--- src/rtl/cpu_pkg.sv ---
// Shared definitions for the MIPS core front end: fetch FSM states,
// reset PC and the bubble instruction word.
package cpu_pkg;

  typedef enum logic [1:0] {
    S_REQ  = 2'd0,
    S_WAIT = 2'd1,
    S_HOLD = 2'd2
  } fetch_state_t;

  localparam logic [31:0] RESET_PC_DEFAULT = 32'h0000_3000;
  localparam logic [31:0] NOP_INSTR        = 32'h0000_0000;

  // PCs are always word aligned; low address bits are dropped.
  function automatic logic [31:0] word_align(input logic [31:0] addr);
    return addr & 32'hFFFF_FFFC;
  endfunction

endpackage

--- src/rtl/fetch_hold_buf.sv ---
// One-entry holding register for a fetched instruction and its PC, used
// when a response arrives while ID is stalled.
module fetch_hold_buf
  import cpu_pkg::*;
(
  input  logic        clk,
  input  logic        rst,
  input  logic        clear,
  input  logic        load,
  input  logic [31:0] load_instr,
  input  logic [31:0] load_pc,
  output logic        valid,
  output logic [31:0] instr,
  output logic [31:0] pc
);

  always_ff @(posedge clk) begin
    if (rst) begin
      valid <= 1'b0;
      instr <= NOP_INSTR;
      pc    <= 32'h0;
    end else if (clear) begin
      valid <= 1'b0;
    end else if (load) begin
      valid <= 1'b1;
      instr <= load_instr;
      pc    <= load_pc;
    end
  end

endmodule

--- src/rtl/if_stage.sv ---
// Instruction-fetch stage: owns the PC, runs a one-outstanding imem read
// handshake and fills IF/ID. Optional macro IF_DELAY_SLOT_EN keeps the
// fetch in flight at a redirect (branch delay slot) instead of flushing it.
//
// Handshake: a read is issued while imem_req=1 and is accepted in the cycle
// imem_ready=1; exactly one imem_rvalid pulse later returns its data, and no
// new request is issued until that response has been consumed.
module if_stage
  import cpu_pkg::*;
#(
  parameter logic [31:0] RESET_PC = RESET_PC_DEFAULT
) (
  input  logic         clk,
  input  logic         rst,
  input  logic         stall,
  input  logic         redirect,
  input  logic [31:0]  redirect_pc,
  output logic         imem_req,
  output logic [31:0]  imem_addr,
  input  logic         imem_ready,
  input  logic         imem_rvalid,
  input  logic [31:0]  imem_rdata,
  output logic [31:0]  pc,
  output logic         id_valid,
  output logic [31:0]  id_instr,
  output logic [31:0]  id_pc,
  output logic [31:0]  id_pc_plus_4,
  output fetch_state_t dbg_state
);

  fetch_state_t state, state_next;
  logic [31:0]  inflight_pc;
  logic         kill;
  logic         hold_valid;
  logic [31:0]  hold_instr;
  logic [31:0]  hold_pc;

`ifdef IF_DELAY_SLOT_EN
  localparam logic FLUSH_ON_REDIRECT = 1'b0;
`else
  localparam logic FLUSH_ON_REDIRECT = 1'b1;
`endif

  logic        redirect_flush;
  logic [31:0] redirect_target;
  logic        accept;
  logic        resp;
  logic        resp_use;
  logic        id_load_mem;
  logic        id_load_hold;
  logic        hold_load;
  logic        hold_clear;

  assign redirect_flush  = redirect && FLUSH_ON_REDIRECT;
  assign redirect_target = word_align(redirect_pc);
  assign accept          = (state == S_REQ) && imem_ready;
  assign resp            = (state == S_WAIT) && imem_rvalid;
  assign resp_use        = resp && !kill && !redirect_flush;
  assign id_load_mem     = resp_use && !stall;
  assign hold_load       = resp_use && stall;
  assign id_load_hold    = (state == S_HOLD) && hold_valid && !stall && !redirect_flush;
  assign hold_clear      = (state == S_HOLD) && (state_next == S_REQ);

  // State register
  always_ff @(posedge clk) begin
    if (rst) state <= S_REQ;
    else     state <= state_next;
  end

  // Next-state logic; a flushing redirect abandons S_HOLD and any arriving data,
  // but an accepted request still has to drain through S_WAIT.
  always_comb begin
    state_next = state;
    case (state)
      S_REQ:  if (imem_ready) state_next = S_WAIT;
      S_WAIT: if (imem_rvalid) begin
                if (kill || redirect_flush || !stall) state_next = S_REQ;
                else                                  state_next = S_HOLD;
              end
      S_HOLD: if (!stall || redirect_flush) state_next = S_REQ;
      default: state_next = S_REQ;
    endcase
  end

  // Output logic
  always_comb begin
    imem_req  = (state == S_REQ) && !rst;
    imem_addr = pc;
    dbg_state = state;
  end

  always_ff @(posedge clk) begin
    if (rst)         inflight_pc <= 32'h0;
    else if (accept) inflight_pc <= pc;
  end

`ifdef IF_DELAY_SLOT_EN
  logic        pend_redirect;
  logic [31:0] pend_pc;

  assign kill = 1'b0;

  // A redirect seen before the delay-slot request is accepted is parked
  // until that request goes out.
  always_ff @(posedge clk) begin
    if (rst) begin
      pc            <= RESET_PC;
      pend_redirect <= 1'b0;
      pend_pc       <= 32'h0;
    end else if (accept) begin
      if (redirect)           pc <= redirect_target;
      else if (pend_redirect) pc <= pend_pc;
      else                    pc <= pc + 32'd4;
      pend_redirect <= 1'b0;
    end else if (redirect) begin
      if (state == S_REQ) begin
        pend_redirect <= 1'b1;
        pend_pc       <= redirect_target;
      end else begin
        pc <= redirect_target;
      end
    end
  end
`else
  always_ff @(posedge clk) begin
    if (rst) begin
      pc   <= RESET_PC;
      kill <= 1'b0;
    end else begin
      if (redirect)    pc <= redirect_target;
      else if (accept) pc <= pc + 32'd4;
      // Kill only a fetch whose response is still to come.
      if (redirect)  kill <= accept || ((state == S_WAIT) && !imem_rvalid);
      else if (resp) kill <= 1'b0;
    end
  end
`endif

  fetch_hold_buf u_hold (
    .clk        (clk),
    .rst        (rst),
    .clear      (hold_clear),
    .load       (hold_load),
    .load_instr (imem_rdata),
    .load_pc    (inflight_pc),
    .valid      (hold_valid),
    .instr      (hold_instr),
    .pc         (hold_pc)
  );

  // IF/ID register: frozen under stall, otherwise loads or takes a bubble.
  always_ff @(posedge clk) begin
    if (rst) begin
      id_valid     <= 1'b0;
      id_instr     <= NOP_INSTR;
      id_pc        <= 32'h0;
      id_pc_plus_4 <= 32'd4;
    end else if (!stall) begin
      if (id_load_mem) begin
        id_valid     <= 1'b1;
        id_instr     <= imem_rdata;
        id_pc        <= inflight_pc;
        id_pc_plus_4 <= inflight_pc + 32'd4;
      end else if (id_load_hold) begin
        id_valid     <= 1'b1;
        id_instr     <= hold_instr;
        id_pc        <= hold_pc;
        id_pc_plus_4 <= hold_pc + 32'd4;
      end else begin
        id_valid <= 1'b0;
      end
    end
  end

endmodule
--- config.mk ---
export PLATFORM = sky130hd
export DESIGN_NAME = if_stage
export DESIGN_NICKNAME = d
export VERILOG_FILES = /design/src/rtl/cpu_pkg.sv /design/src/rtl/fetch_hold_buf.sv /design/src/rtl/if_stage.sv
export SDC_FILE = /design/constraint.sdc
export NUM_CORES = 1
export LEC_CHECK = 0
export CAP_MARGIN = 25
export CORE_MARGIN = 3
export CORE_UTILIZATION = 25
export CTS_CLUSTER_SIZE = 40
export DETAILED_ROUTE_END_ITERATION = 10
export DONT_BUFFER_PORTS = 1
export PLACE_DENSITY = 0.47
export SYNTH_ARGS = -nofsm -noshare
export SYNTH_HDL_FRONTEND = slang
export SYNTH_SLANG_ARGS = --single-unit
--- constraint.sdc ---
create_clock -name clk -period 4.7 [get_ports clk]
set_clock_uncertainty 0.2 [all_clocks]
set_input_delay 0.94 -clock clk [delete_from_list [all_inputs] [get_ports clk]]
set_output_delay 0.94 -clock clk [all_outputs]
set_load 0.01 [all_outputs]
# ---- Word level (Yosys, flattened, before mapping)
# Index checks and enable logic that the tools add are counted.
dict set report totals {
  in_bits 70
  wordCells 66
  regBits 229
}
dict set report op_classes {
  eq_ne 2
  bitwise_logic 2
  n_addsub 3
  muxes 17
  reduce_logical 30
}
# cell count
set ops {}
lappend ops {{2-to-1 mux 32 bit} 8}
lappend ops {{adder 32 x 3 -> 32 bit (second input constant)} 3}
lappend ops {{logical AND 1 bit} 12}
lappend ops {{2-to-1 mux 2 bit} 4}
lappend ops {{one-hot mux 2 bit (3 select lines)} 1}
lappend ops {{nonzero test 2 bit} 3}
lappend ops {{zero test 1 bit} 5}
lappend ops {{zero test 2 bit} 2}
lappend ops {{logical OR 1 bit} 4}
lappend ops {{2-to-1 mux 1 bit} 4}
lappend ops {{AND reduction 2 bit} 2}
lappend ops {{OR reduction 2 bit} 2}
lappend ops {{equality test 2 x 1 -> 1 bit (second input constant)} 1}
lappend ops {{equality test 2 bit (second input constant)} 1}
lappend ops {{NOT 1 bit} 2}

# ---- Logic depth before layout (Yosys ltp)
dict set report logic_depth {
  word_depth 9
  depth_mapped 14
  depth_no_buf 10
}

# ---- Cells and area by module
# A second synthesis with hierarchy kept.
dict set report unflattened {
  cells_unflattened 1270
  hier_area_um2 11003.1
}
# module cells_per_inst n_inst seq_area_each_um2 area_each_um2
set by_module_without_submodules {}
lappend by_module_without_submodules {if_stage 975 1 3163.0 7808.7}
lappend by_module_without_submodules {fetch_hold_buf 295 1 1301.2 3194.3}

# ---- Least setup slack after synthesis
# Ideal clock, no wire load.
dict set report synth_path {
  kind {input to register}
  from {input stall}
  to {register id_pc_plus_4[26]}
  path_stages 14
  t_arrival_ns 3.896
  t_required_ns 4.405
  setup_slack_ns 0.508
  path_cell_list {buf_6 or3_4 nor2_8 buf_2 buf_2 nand2_1 nand2_1 ha_1 nand4_1 mux2_2 or2_1 buf_2 or4_1 o311ai_1}
}
dict set report synth_between {
  elab_chain_len 5
}
# element line_no
set synth_rtl {}
lappend synth_rtl {{start, declared} if_stage.sv:15} ;# input logic stall,
lappend synth_rtl {{zero test 1 bit} --}
lappend synth_rtl {{logical AND 1 bit (2 in series)} if_stage.sv:61} ;# assign id_load_hold = (state == S_HOLD) && hold_valid && !stall && !redirect_flush;
lappend synth_rtl {{nonzero test 2 bit (no line)} --}
lappend synth_rtl {{AND reduction 2 bit (no line)} --}
lappend synth_rtl {{end signal, assigned} if_stage.sv:163} ;# id_pc_plus_4 <= inflight_pc + 32'd4;
lappend synth_rtl {{end signal, assigned} if_stage.sv:168} ;# id_pc_plus_4 <= hold_pc + 32'd4;
lappend synth_rtl {{end, declared} if_stage.sv:27} ;# output logic [31:0] id_pc_plus_4,
# Parallel ways exist; a longest one is shown, timed or not.
# A chain may end at the register's enable or synchronous reset.

# ---- Worst setup path after layout
dict set report layout_path {
  from {register state[0] (netlist: dbg_state[0])}
  to {register id_pc_plus_4[26]}
}
dict set report layout_between {
  elab_chain_len 7
}
# element line_no
set layout_rtl {}
lappend layout_rtl {{start, declared} if_stage.sv:31} ;# fetch_state_t state, state_next;
lappend layout_rtl {{start signal, assigned} if_stage.sv:67} ;# else state <= state_next;
lappend layout_rtl {{equality test 2 x 1 -> 1 bit} if_stage.sv:57} ;# assign resp = (state == S_WAIT) && imem_rvalid;
lappend layout_rtl {{logical AND 1 bit} if_stage.sv:57}
lappend layout_rtl {{logical AND 1 bit (2 in series)} if_stage.sv:58} ;# assign resp_use = resp && !kill && !redirect_flush;
lappend layout_rtl {{logical AND 1 bit} if_stage.sv:59} ;# assign id_load_mem = resp_use && !stall;
lappend layout_rtl {{nonzero test 2 bit (no line)} --}
lappend layout_rtl {{AND reduction 2 bit (no line)} --}
# Parallel ways exist; a longest one is shown, timed or not.

==> results.ini <==
[run_status]
status = finished clean

[final_layout]
antenna_cells = 0
syn2layout_area_growth_pct = 11.32
drive_above_1_share_pct = 6.934
fin_area_mm2 = 0.01121
final_nets = 1249

[min_path]
holdPathStages = 2
hold_class = register to register

[timing]
max_slew_margin_pct = 35.64
worst_pin_slew_ns = 0.9654
layout_setup_ws_ns = 1.150
finalMaxSlewViolations = 0
fin_crit_sh_pct = 75.53
hold_viol = 0
fmax_ghz = 0.2817
fin_setup_tns_ns = 0
finalSetupViolCount = 0
period_minus_slack_ns = 3.550
rsz0062_at_grt = false

[detailed_routing]
first_iter_violations = 641
viasPerCell = 4.953
drt.antenna.violating_nets = 0
routedWlPerCell_um = 19.05
drt_wl_total_mm = 32.67
drt_pass1_iterations = 5
drc_errors = 0
via_count = 8494

[pwr]
pwr-share-comb_pct = 3.4
p_clk_share_pct = 50.7
p_seq_share_pct = 45.9
vdd_drop_max_v = 0.0002432
p_int_uw = 3265
p_per_area_mw_per_mm2 = 384.9
switchingPower_uw = 1049
power.leakage_uw = 0.003557
switching_share_pct = 24.32

[placement]
place_ws_ns = 0.7324
globalplace.congestion = 0.7980
io_buffers = 0
placed_area_mm2 = 0.01023
hpwl_mm = 21.78

[logic_synthesis]
ys_seq_elements = 219
async_flop_share_pct = 0
synth-edff-count = 0
netlist_instances = 1258
synth.avg_cell_area_um2 = 8.003
seq_area_frac_synth_pct = 43.55
ys.warnings.count = 0
ys.flop_type = dfxtp_1
synth.distinct_cells = 59
synth_area_mm2 = 0.01007

[setup_path]
critPathMaxStageDelay_ns = 0.75
cp_data_required_time_ns = 4.99
reg2reg_depth = 7
crit_chain = nand3b_4, nor2_8, buf_4, a21oi_2, or2_1, or4_1, o311ai_1
arrival_ns = 3.84
critPathKind = register to register
start_kind = register
cp_slowest_cell = buf_4
worst_setup_path_end_kind = register
cp_max_fo = 68

[floorplan]
die-area_mm2 = 0.04271
rows = 72
initial_core_util_pct = 25.69
dieHeight_um = 206.7
io_pins = 234
fp.coreArea_mm2 = 0.03919
chipWidth_um = 206.7

[cts]
cts.sinks = 219
cts_tree = done
ctsLongestPathBuffers = 3
ctsResizeCount = 0
h-tree-depth = 1
clk_pin_slew_ns = 0.06
cts_buffers = 28
cts_root_buf = clkbuf_16
cts_hold_buf = 0
post_cts_buffers = 0
clock_latency_ns = 0.57

[job]
maxCapViolCount = 0

[global_routing]
grt_first_pass_wirelength_mm = 49.28
grt_pass1_vias = 7745
grt_max_degree = 239
globalRouteTotalUtil_pct = 14.53
gr-total-overflow = 0
antenna_found_initial = 0

## cell families after synthesis
kind of cell / Yosys count / synth area share [%]
adders and majority gates: 2 / 0.2485
buffers and inverters: 155 / 7.420
and+or+nand+nor: 509 / 23.39
AOI/OAI and AO/OA: 286 / 17.24
other: 1 / 0.03725
muxes: 45 / 4.549
xor gates and xnor gates: 41 / 3.567
DFF: 219 / 43.55
## per-layer routing
layer	GRT usage (%)	wire (um)
met5	0	0
met2	20.87	13770
met3	3.920	2325
met1	21.56	15810
met4	3.321	752
## power by group through the flow
stage	sequential [uW]	combinational, uW	clock (uW)
floorplan	1980	185	0
global placement	2020	145	0
detailed placement	2020	147	0
CTS	1980	148	2280
global route	1990	167	2350
finish	1980	147	2190
## synth_stat cells (all sizes together), types with 9 or more instances
library cell	count	share of area, %
xnor2	24	2.1
a21oi	161	8.0
o21ai	30	1.5
a211oi	22	1.6
nor2	67	2.7
clkbuf	77	2.9
inv	20	0.75
xor2	17	1.5
nand3b	18	1.5
nand4	24	1.5
o21a	9	0.67
buf	58	3.8
and4	10	0.87
nor4	11	0.68
mux2i	39	3.9
o221ai	32	2.8
nor3	24	1.2
and3	11	0.68
dfxtp	219	44
nand2	280	10
nand3	32	1.6
## path summary, 6_finish.rpt
| path | start | end | slack [ns] |
|---|---|---|---|
| min reg2reg | u_hold.pc[31] | u_hold.pc[31] | 0.26 |
| max reg2reg | dbg_state[0] | id_pc_plus_4[26] | 1.15 |
| max | dbg_state[0] | id_pc_plus_4[26] | 1.15 |
| min | u_hold.pc[31] | u_hold.pc[31] | 0.26 |
## cells in the final DEF (no fill, tap or decap), drive strengths merged, types with 20 or more instances in the layout
cell type and instances:
xnor2 24, inv 20, dfxtp 219, o221ai 32, nor2 67, clkbuf 37, a211oi 22, nor3 24
a21oi 161, nand2 280, o21ai 30, mux2i 39, nand4 24, nand3 32
## critical path: cells and delay by family, from the launching register on
family / cells / cell delay (ns)
simple gates: 4 / 1.36
buf+inv: 1 / 0.75
flops: 1 / 0.68
compound gates: 2 / 0.47
## through the flow
step	total power [uW]	cells	utilization, %	hold slack, ns
after global placement	2165	1664	26.11	0.2368
after detailed placement	2168	1664	26.11	0.2456
final	4314	1715	28.60	0.2555
after floorplan	2167	1265	-	0.2357
after CTS	4405	1714	28.55	0.1963
after global routing	4501	1715	28.60	0.1814
## sequential cells by signal (all words and copies together) (netlist names), 2 cells and up
register / count
u_hold.instr: 32
id_instr: 32
inflight_pc: 30
imem_addr: 30
u_hold.pc: 30
id_pc: 30
id_pc_plus_4: 30
dbg_state: 2
## layout make-up
cell class / count / area [um^2]
clock buffers: 37 / 804.5
clock inverters: 13 / 148.9
fillers: 4261 / 27980
inverters: 20 / 75.07
multi-input cells: 891 / 4981
flip-flops and latches: 219 / 4384
well taps: 518 / 648.1
repair buffers: 17 / 165.2
No activity file was read; power rests on OpenSTA's default activity.
